### src/rtl/pipeline_ctrl.sv
// Pipeline stall/flush controller: prioritises hazard stalls and turns MEM exceptions into a timed flush with redirect PC.
// Optional stall watchdog is built when PIPELINE_CTRL_WATCHDOG_EN is defined.
//
// state | meaning
// IDLE  | normal operation; stalls follow requests, an exception starts a flush
// HOLD  | flush extended past the first cycle; inputs ignored until cnt reaches 1
module pipeline_ctrl #(
   parameter int          FLUSH_CYCLES  = 1,
   parameter logic [31:0] EXC_VECTOR    = 32'hBFC00380,
   parameter int          STALL_TIMEOUT = 1024
) (
   input  logic        clk,
   input  logic        rst,
   input  logic        stallreq_id_i,
   input  logic        stallreq_ex_i,
   input  logic        stallreq_mem_i,
   input  logic [31:0] excepttype_i,
   input  logic [31:0] cp0_epc_i,
   output logic [5:0]  stall,
   output logic        flush,
   output logic [31:0] new_pc,
   output logic        stall_timeout_o
);

   localparam int                CNT_W     = $clog2(FLUSH_CYCLES + 1);
   localparam logic [CNT_W-1:0]  CNT_LOAD  = CNT_W'(FLUSH_CYCLES - 1);
   localparam logic [CNT_W-1:0]  CNT_LAST  = CNT_W'(1);
   localparam logic [31:0]       ERET_CODE = 32'h0000000e;

   typedef enum logic {IDLE, HOLD} state_t;

   state_t            state, state_nxt;
   logic [CNT_W-1:0]  cnt, cnt_nxt;
   logic [31:0]       pc_hold, pc_hold_nxt;

   always_ff @(posedge clk) begin
      if (!rst) begin
         state   <= IDLE;
         cnt     <= '0;
         pc_hold <= '0;
      end else begin
         state   <= state_nxt;
         cnt     <= cnt_nxt;
         pc_hold <= pc_hold_nxt;
      end
   end

   // Outputs are forced quiet while reset is asserted, even with requests pending.
   always_comb begin
      state_nxt   = state;
      cnt_nxt     = cnt;
      pc_hold_nxt = pc_hold;
      stall       = 6'b000000;
      flush       = 1'b0;
      new_pc      = 32'h0;
      if (rst) begin
         case (state)
            IDLE: begin
               if (excepttype_i != 32'h0) begin
                  flush       = 1'b1;
                  new_pc      = (excepttype_i == ERET_CODE) ? cp0_epc_i : EXC_VECTOR;
                  pc_hold_nxt = new_pc;
                  if (FLUSH_CYCLES > 1) begin
                     state_nxt = HOLD;
                     cnt_nxt   = CNT_LOAD;
                  end
               end else if (stallreq_mem_i) begin
                  stall = 6'b011111;
               end else if (stallreq_ex_i) begin
                  stall = 6'b001111;
               end else if (stallreq_id_i) begin
                  stall = 6'b000111;
               end
            end
            HOLD: begin
               flush   = 1'b1;
               new_pc  = pc_hold;
               cnt_nxt = cnt - 1'b1;
               if (cnt == CNT_LAST) begin
                  state_nxt = IDLE;
               end
            end
            default: state_nxt = IDLE;
         endcase
      end
   end

`ifdef PIPELINE_CTRL_WATCHDOG_EN
   localparam logic [15:0] WD_LIMIT = 16'(STALL_TIMEOUT);

   logic [15:0] wd_cnt, wd_cnt_nxt;
   logic        wd_trip;

   always_comb begin
      wd_cnt_nxt = wd_cnt;
      if (flush || (stall == 6'b000000) || (state != IDLE)) begin
         wd_cnt_nxt = 16'h0;
      end else if (wd_cnt != WD_LIMIT) begin
         wd_cnt_nxt = wd_cnt + 16'h1;
      end
   end

   always_ff @(posedge clk) begin
      if (!rst) begin
         wd_cnt  <= 16'h0;
         wd_trip <= 1'b0;
      end else begin
         wd_cnt <= wd_cnt_nxt;
         if (wd_cnt_nxt == WD_LIMIT) begin
            wd_trip <= 1'b1;
         end
      end
   end

   assign stall_timeout_o = wd_trip;
`else
   assign stall_timeout_o = 1'b0;
`endif

endmodule

### config.mk
export PLATFORM = sky130hd
export DESIGN_NAME = pipeline_ctrl
export DESIGN_NICKNAME = d
export VERILOG_FILES = /design/src/rtl/pipeline_ctrl.sv
export SDC_FILE = /design/constraint.sdc
export NUM_CORES = 1
export LEC_CHECK = 0
export ABC_AREA = 0
export CAP_MARGIN = 10
export CELL_PAD_IN_SITES_DETAIL_PLACEMENT = 2
export CELL_PAD_IN_SITES_GLOBAL_PLACEMENT = 2
export CORE_MARGIN = 2
export CORE_UTILIZATION = 20
export CTS_BUF_LIST = sky130_fd_sc_hd__clkbuf_4
export DETAILED_ROUTE_END_ITERATION = 7
export HOLD_SLACK_MARGIN = 0.05
export PLACE_DENSITY_LB_ADDON = 0.12
export SYNTH_ARGS = -nofsm -noshare
export SYNTH_HDL_FRONTEND = slang
export SYNTH_SLANG_ARGS = --single-unit
### constraint.sdc
create_clock -name clk -period 2.92 [get_ports clk]
set_input_delay 0.584 -clock clk [delete_from_list [all_inputs] [get_ports clk]]
set_output_delay 0.584 -clock clk [all_outputs]
set_load 0.03 [all_outputs]
==> out/qor.yml <==
critical_path:
  start_kind: "input pin"
  crit_type: "in2out"
  endpoint_kind: "output port"
  required_ns: 2.34
  r2r_slack_ns: 0.85
  crit_fanout: 5
  cp.arrival_ns: 2.29
  ff2ff_path_depth: 9
layout:
  layout_commonest_cell: "buf_4"
  nNetsFinal: 400
  instances_no_fill: 440
  antenna_cells: 0
  layout_common_cells: "buf_4, a22o_1, clkdlybuf4s50_1"
  drive_gt1_share_pct: 37.65
  final_util_pct: 39.36
  area_growth_pct: 93.76
cts:
  cts_tree: "built"
  cts_max_path_buffers: 2
  cts.root.buffer_cell: "clkbuf_4"
  cts.clk_slew.worst_paths_ns: 0.12
  clock_latency_ns: 0.33
  cts_htree_levels: 2
  cts_sinks: 34
  ctsHoldBuffers: 0
  cts_made_buffers: 5
die:
  die_y_um: 97.42
  start_util_pct: 20.31
  io_pins: 109
  fp.coreArea_um2: 8593
  rows: 34
  die_area_um2: 9491
  die_width_um: 97.42
place:
  dp.cells: 410
  post-dp-hpwl_um: 5057
  place.gp.congestion: 0.6660
  io_buffers: 106
routing:
  routed_wl_um: 7337
  vias_per_cell: 4.791
  vias: 2108
  drt_iter0_markers: 39
  routedWlPerCell_um: 16.68
  first_pass_iters: 4
  route.detailed.drc: 0
  drtAntennaViolNets: 0
global_route:
  grtUsageTotal_pct: 15.59
  grt_max_degree: 27
  use_met2_pct: 28.91
  grt-busiest-layer: "met2"
  grt_pass1_wl_um: 11860
  grt_overflow: 0
  grt_pass1_vias: 2269
  grt_util_met1_pct: 18.11
  grt_antenna_before_repair: 0
  met3_usage_pct: 3.669
sta:
  min_period_ns: 2.877
  slew_viol_final: 0
  fmax_mhz: 347.5
  hold_viol_final: 0
  setup_viol: 0
  fin_crit_sh_pct: 98.54
  finalClockSkew_ns: 0.002755
  rsz0062_at_grt: "yes"
status:
  outcome: "finished, final reports clean"
synth:
  yosysWarnings: 0
  avgSynthCellArea_um2: 9.091
  syn_inst: 192
  ys_seq_area_share_pct: 39.00
  synth_cell_types: 25
  synth_seq_cells: 34
  syn-cell-area_um2: 1745
worst_hold_path:
  min_path_cells: 1
  hold_class: "reg2reg"
power:
  ir_drop_uv: 151.3
  p_total_mw: 1.112
  powerDensity_nw_per_um2: 328.9
  power_leakage_nw: 1.478
flow_run:
  maxCapViolCount: 0
==> cells by family (layout without fill, tap and decap cells) <==
| kind of cell | count (synthesis) | in the layout | synth area share, % |
|---|---|---|---|
| other | 1 | 2 | 0.2148 |
| flip-flops | 34 | 34 | 39.00 |
| buffers and inverters | 25 | 163 | 7.742 |
| AO/OA/AOI/OAI | 79 | 80 | 35.91 |
| XOR/XNOR | 1 | 1 | 0.5019 |
| AND/OR/NAND/NOR | 52 | 52 | 16.63 |
==> area by class of cell <==
type / instances / area, um^2
repair buffers: 152 / 1413
flip-flops and latches: 34 / 680.7
inverters: 3 / 11.26
multi-input cells: 135 / 1036
clock buffers: 5 / 37.54
clock inverters: 3 / 68.82
fillers: 955 / 5211
well taps: 108 / 135.1
==> metrics by stage <==
| stage | cell area [um^2] | setup slack, ns | setup TNS, ns | hold slack (ns) |
|---|---|---|---|---|
| 6_report | 3382 | 0.04262 | 0 | 0.4459 |
| 5_1_grt | 3382 | -0.1071 | -1.835 | 0.4711 |
| 4_1_cts | 3339 | -0.003606 | -0.009402 | 0.4480 |
| 3_5_place_dp | 3007 | -0.2901 | -8.556 | 0.4302 |
| 3_3_place_gp | 3007 | -0.2884 | -8.414 | 0.4285 |
| 2_1_floorplan | 1760 | 0.06176 | 0 | 0.4111 |
==> Yosys cell counts <==
cell       n  area share, %
a21oi_1   13            3.7
a22o_1    40             20
buf_2      6            1.7
buf_4      5            2.2
buf_6      2            1.3
clkbuf_1   9            1.9
conb_1     1           0.21
dfxtp_1   34             39
inv_1      3           0.65
nand2_1   14            3.0
nand3_1    1           0.29
nand4_1    3            1.1
nor2_1     6            1.3
nor3_1     7            2.0
nor4_1     3            1.1
nor4_2     4            2.9
o21ai_0   12            3.4
o221a_1    7            4.5
o221a_2    5            3.2
o31a_1     1           0.50
o31ai_1    1           0.43
or2_1      1           0.36
or2_2     12            4.3
or3_1      1           0.36
xnor2_1    1           0.50
==> power breakdown <==
group	internal, mW	leakage, nW	switching [mW]
Sequential	0.473	0.278	0.00499
Clock	0.268	0.0554	0.176
Combinational	0.110	1.14	0.0810
Total	0.850	1.48	0.262
==> layer usage <==
layer / up-vias / share of wire (%)
met3: 2 / 3.6
li1: 1015 / -
met1: 1037 / 42
met5: - / 0
met2: 54 / 54
met4: 0 / 0.42
==> registers in the layout, indices dropped and copies added, names as in the netlist <==
signal   count
cnt          1
state        1
pc_hold     32
==> repair_timing <==
action,in CTS,in global routing
gates resized for setup,103,24
endpoints found under the setup margin,37,57
buffers inserted,19,2
pin swaps,3,25
cloned,3,1
==> final timing paths <==
check,startpoint,end
worst max register to register,state,pc_hold[4]
worst min register to register,cnt,state
worst min-delay path,cnt,state
worst max-delay path,excepttype_i[5],new_pc[3]
==> worst max-delay path, stage by stage <==
cell and delay, ns:
buf_6 0.10, nor4_4 0.30, nand4_1 0.20, buf_4 0.20
nor4_4 0.30, buf_6 0.18, buf_6 0.13, a22o_1 0.17
buf_6 0.14
Power figures use the tool's default switching activity.
